`config.mk`:
```
export PLATFORM = sky130hd
export DESIGN_NAME = frontend_cfg_tx
export DESIGN_NICKNAME = d
export VERILOG_FILES = /design/src/rtl/frontend_cfg_tx.sv
export SDC_FILE = /design/constraint.sdc
export NUM_CORES = 1
export LEC_CHECK = 0
export BUFFER_PORTS_ARGS = -buffer_cell sky130_fd_sc_hd__buf_2
export CAP_MARGIN = 20
export CORE_UTILIZATION = 55
export CTS_BUF_LIST = sky130_fd_sc_hd__clkbuf_16
export DETAILED_ROUTE_END_ITERATION = 10
export GPL_TIMING_DRIVEN = 0
export HOLD_SLACK_MARGIN = 0.06
export PLACE_DENSITY_LB_ADDON = 0.05
export SYNTH_ARGS = -nofsm -noshare
export SYNTH_HDL_FRONTEND = slang
export SYNTH_SLANG_ARGS = --single-unit
```
`constraint.sdc`:
```
create_clock -name i_clk -period 3.2 [get_ports i_clk]
set_input_delay 0.64 -clock i_clk [delete_from_list [all_inputs] [get_ports i_clk]]
set_output_delay 0.64 -clock i_clk [all_outputs]
set_load 0.05 [all_outputs]
```
`src/rtl/frontend_cfg_tx.sv`:
```
// Serial configuration transmitter for the backend gain/reset sequencer.
// Shifts a start slot plus five gain bits on a divided serial clock, then waits for backend ready.
module frontend_cfg_tx #(
  parameter int CLK_DIV       = 2,
  parameter int READY_TIMEOUT = 64
) (
  input  logic       i_clk,
  input  logic       i_resetbAll,
  input  logic       i_start,
  input  logic [1:0] i_gainA1,
  input  logic [2:0] i_gainA2,
  input  logic       i_ready,
  output logic       o_sclk,
  output logic       o_sdin,
  output logic       o_busy,
  output logic       o_done,
  output logic       o_timeout
);

  localparam int DIV_W  = (CLK_DIV > 1) ? $clog2(CLK_DIV) : 1;
  localparam int WAIT_W = $clog2(READY_TIMEOUT);
  localparam logic [DIV_W-1:0]  DIV_LAST  = DIV_W'(CLK_DIV - 1);
  localparam logic [WAIT_W-1:0] WAIT_LAST = WAIT_W'(READY_TIMEOUT - 1);
  localparam logic [2:0]        LAST_SLOT = 3'd5;

  typedef enum logic [2:0] {
    IDLE,
    SHIFT,
    WAIT_RDY,
    DONE,
    TOUT
  } state_t;

  state_t              state, state_nxt;
  logic [4:0]          shadow, shadow_nxt;
  logic [DIV_W-1:0]    div_cnt, div_cnt_nxt;
  logic [2:0]          slot, slot_nxt;
  logic [WAIT_W-1:0]   wait_cnt, wait_cnt_nxt;
  logic                ready_meta, ready_sync;
  logic                sclk_nxt, sdin_nxt, busy_nxt, done_nxt, timeout_nxt;
  logic [5:0]          frame;

  // Slot 0 is the constant start bit; slots 1..5 carry gainA1 then gainA2, LSB first.
  assign frame = {shadow, 1'b1};

  always_ff @(posedge i_clk or negedge i_resetbAll) begin
    if (!i_resetbAll) begin
      ready_meta <= 1'b0;
      ready_sync <= 1'b0;
    end else begin
      ready_meta <= i_ready;
      ready_sync <= ready_meta;
    end
  end

  always_ff @(posedge i_clk or negedge i_resetbAll) begin
    if (!i_resetbAll) begin
      state     <= IDLE;
      shadow    <= '0;
      div_cnt   <= '0;
      slot      <= '0;
      wait_cnt  <= '0;
      o_sclk    <= 1'b0;
      o_sdin    <= 1'b0;
      o_busy    <= 1'b0;
      o_done    <= 1'b0;
      o_timeout <= 1'b0;
    end else begin
      state     <= state_nxt;
      shadow    <= shadow_nxt;
      div_cnt   <= div_cnt_nxt;
      slot      <= slot_nxt;
      wait_cnt  <= wait_cnt_nxt;
      o_sclk    <= sclk_nxt;
      o_sdin    <= sdin_nxt;
      o_busy    <= busy_nxt;
      o_done    <= done_nxt;
      o_timeout <= timeout_nxt;
    end
  end

  // Outputs are computed for the next state so they register in step with it.
  always_comb begin
    state_nxt    = state;
    shadow_nxt   = shadow;
    div_cnt_nxt  = div_cnt;
    slot_nxt     = slot;
    wait_cnt_nxt = wait_cnt;
    sclk_nxt     = 1'b0;
    sdin_nxt     = 1'b0;
    busy_nxt     = 1'b0;
    done_nxt     = 1'b0;
    timeout_nxt  = 1'b0;
    case (state)
      IDLE: begin
        if (i_start) begin
          state_nxt   = SHIFT;
          shadow_nxt  = {i_gainA2, i_gainA1};
          div_cnt_nxt = '0;
          slot_nxt    = '0;
          sdin_nxt    = 1'b1;
          busy_nxt    = 1'b1;
        end
      end
      SHIFT: begin
        busy_nxt = 1'b1;
        sclk_nxt = o_sclk;
        sdin_nxt = o_sdin;
        if (div_cnt == DIV_LAST) begin
          div_cnt_nxt = '0;
          if (!o_sclk) begin
            sclk_nxt = 1'b1;
          end else if (slot == LAST_SLOT) begin
            state_nxt    = WAIT_RDY;
            wait_cnt_nxt = '0;
            sclk_nxt     = 1'b0;
            sdin_nxt     = 1'b0;
          end else begin
            // New data is launched together with the falling edge.
            slot_nxt = slot + 3'd1;
            sclk_nxt = 1'b0;
            sdin_nxt = frame[slot + 3'd1];
          end
        end else begin
          div_cnt_nxt = div_cnt + 1'b1;
        end
      end
      WAIT_RDY: begin
        busy_nxt = 1'b1;
        if (ready_sync) begin
          state_nxt = DONE;
          done_nxt  = 1'b1;
        end else if (wait_cnt == WAIT_LAST) begin
          state_nxt   = TOUT;
          timeout_nxt = 1'b1;
        end else begin
          wait_cnt_nxt = wait_cnt + 1'b1;
        end
      end
      DONE: begin
        state_nxt = IDLE;
      end
      TOUT: begin
        state_nxt = IDLE;
      end
      default: begin
        state_nxt = IDLE;
      end
    endcase
  end

endmodule

```
==> results.md <==
* FILL cells at roughly 170
* Total Wirelength at roughly 2200 um
* DIE HEIGHT at between 40 and 50 um
* HP Class: in -> async
* I/O Buffers at 13
* CTS tree: built
* Avg WL per Cell at ~14 um
* Gr usage total at between 20% and 30%
* Top FF cell, synth: dfrtp_1
* Max-cap violations at 0
* Core Footprint at around 2000 sq um
* Syn Inst Count at 118
* RSZ-0062 raised after global routing: false
* GRT Max-Usage Layer: met2
* Remaining DRCs at 0
* GRT met1 Usage at about 29%
* Slew Limit Fails at 0
* I/O Pins at 14
* FF-to-FF End: wait_cnt[0]$_DFFE_PN0P_
* Setup_tns at 0 ps
* Std cell rows at 16
* WP data arrival at between 1500 and 2000 ps
* VDD IR-drop max at around 0.53 mV
* Final hold violations at 0
* Root buf cell: clkbuf_16
* Clk slew on worst S/H paths at around 60 ps
* Async SR Flop Fraction at 100%
* Total number of yosys warnings at 0
* Drt first pass iters at 4
* Worst R2R Path Depth at 5
* Avg Synthesized Cell Area at about 10 sq um
* Worst skew pair latency at ~250 ps
* Htree depth at 1
* Reg2reg setup slack at between 1000 and 1500 ps
* Post-synthesis sequential area ratio at between 50% and 60%
* Startpoint class of the critical path: flip-flop
* Worst slew pin tran at between 500 and 600 ps
* Largest net degree at the start of global routing at 26
* Fmax at roughly 560 MHz
* CTS Buffer Depth at 2
* Mapped Nets at 130
* CTS Buf Count at 3
* Tmin final at 1780 ps
* Seq cells post-synth at 25
* Die width at 49.3 um
* DPL Wire Length at roughly 1600 um
* Share of cells above drive strength 1 at a little over 20%
* Count of cell types in the netlist at 35
* Via count at 941
* Critical path class: reg -> reg
* Vias in the first global route at roughly 930
* Post_cts resized at 0
* Initial antenna violation count at 0
* Skew final at 1.59 ps
* Gpl congestion at roughly 0.86
* Met2 GRT Util at 33.1%
* Mapped cell area at approximately 1200 sq um
* Crit end category: flip-flop
* First-pass GRT wire length at 3950 um
* DR vias/cell at about 5.8
* Worst EP required at between 3000 and 4000 ps
* Fin Hold WS at around 360 ps
* Area grow syn2layout at 14.4%
* Worst-path maximum fanout at 9
* Post-DRT Antenna Nets at 0
* GR Overflow Total at 0
* Antenna fix cells at 0
* P per Cell Area at just under 800 nW/um^2
* Routing usage on met3 at between 4 and 5%
* Post-synth EDFFs at 0
* Nets@finish at between 100 and 150
* Total die area at about 2400 sq um
* Detailed router's first-iteration violation count at 19
* Slew headroom at 64.6%
* Period Utilization, post-route at 55.7%
* Final core utilization at between 60% and 70%
* Worst reg2reg startpoint: slot[0]$_DFFE_PN0P_
* CTS sink cnt at 25
* Hold buffer count at CTS at 0
* Status: completed
* P_leak at roughly 0.00062 uW
* Final setup viols at 0
* Post-CTS Setup Bufs at 0
* Starting Density at between 60 and 70%
==> cell type report <==
type	count	area, sq um	share of cell area [%]
multi-input cells	85	576	40.8
clock inverters	1	3.75	0.266
repair buffers	13	65.1	4.61
plain buffers	5	20.0	1.42
flip-flops and latches	25	626	44.4
well taps	27	33.8	2.40
inverters	3	11.3	0.799
clock buffers	3	75.1	5.32
==> cell families (layout without fill, tap and decap cells) <==
logic type,after synthesis,after routing,synth area share (%)
muxes,7,7,6.40
DFF,25,25,50.8
AOI/OAI and AO/OA,33,33,18.3
xor gates and xnor gates,2,2,1.42
and+or+nand+nor,40,40,17.6
adders and majority gates,3,3,3.05
buffers and inverters,8,25,2.54
==> report_power, final <==
part | leakage, uW | internal (uW) | switching (uW)
sequential | 0.000314 | 397 | 66.9
clock | 0.0000423 | 167 | 98.4
combinational | 0.000266 | 154 | 217
total | 0.000622 | 717 | 382
==> Yosys cell counts, drive strengths merged, types with 2 or more instances <==
| cell | count | area share [%] |
|---|---|---|
| nand2b | 2 | 1.0 |
| ha | 3 | 3.0 |
| mux2 | 7 | 6.4 |
| clkbuf | 4 | 1.2 |
| o31ai | 2 | 1.2 |
| o21ai | 10 | 4.4 |
| nand3 | 5 | 2.0 |
| a21oi | 10 | 4.1 |
| a31oi | 2 | 1.0 |
| dfrtp | 25 | 51 |
| nand2 | 9 | 2.7 |
| nor3 | 6 | 2.8 |
| nor2 | 6 | 1.8 |
| a41oi | 2 | 1.4 |
| inv | 3 | 0.91 |
| and4 | 2 | 1.4 |
| and3 | 2 | 1.0 |
| nor2b | 3 | 1.5 |
==> through the flow <==
stage | total power (uW) | cell area, sq um | setup slack, ps | instances
after global routing | 1170 | 1410 | 1300 | 162
after detailed placement | 837 | 1330 | 1440 | 158
final | 1100 | 1410 | 1420 | 162
after global placement | 827 | 1330 | 1430 | 158
after CTS | 1110 | 1410 | 1430 | 162
after floorplan | 752 | 1230 | 1480 | 118
==> critical path, stage by stage, from the launching register on <==
cell,delay [ps]
dfrtp_1,470
ha_1,240
nand4b_1,160
o32ai_4,420
o21ai_2,110
mux2_2,280
==> registers in the layout, summed over array words and instances, names as in the netlist <==
| name | flops |
|---|---|
| o_busy | 1 |
| o_done | 1 |
| state | 3 |
| slot | 3 |
| shadow | 5 |
| div_cnt | 1 |
| o_timeout | 1 |
| o_sclk | 1 |
| wait_cnt | 6 |
| ready_meta | 1 |
| o_sdin | 1 |
| ready_sync | 1 |
==> worst max path at each step <==
stage | startpoint | endpoint | depth (start not counted)
CTS | slot[0]$_DFFE_PN0P_ | wait_cnt[0]$_DFFE_PN0P_ | 5
global placement | slot[0]$_DFFE_PN0P_ | wait_cnt[0]$_DFFE_PN0P_ | 5
detailed placement | i_start | shadow[0]$_DFFE_PN0P_ | 4
floorplan | o_sclk$_DFFE_PN0P_ | wait_cnt[0]$_DFFE_PN0P_ | 4
finish | slot[0]$_DFFE_PN0P_ | wait_cnt[0]$_DFFE_PN0P_ | 5
global route | slot[0]$_DFFE_PN0P_ | wait_cnt[0]$_DFFE_PN0P_ | 5
==> routing by layer <==
metal / vias up / wire (um)
met3: 6 / 73
met1: 443 / 1060
li1: 467 / -
met4: 0 / 36
met2: 25 / 1020
met5: - / 0
==> placed cells by master (no fill, tap or decap), types with 4 or more instances in the layout <==
cell type,synthesis,final
a21oi_1,10,10
nand2_1,9,9
o21ai_0,9,9
inv_1,3,4
nor3_1,5,5
nor2_1,6,6
clkbuf_1,4,4
dfrtp_1,25,25
mux2_2,7,7
nand3_1,5,5
buf_2,1,14
(Power assumes the default switching activity.)
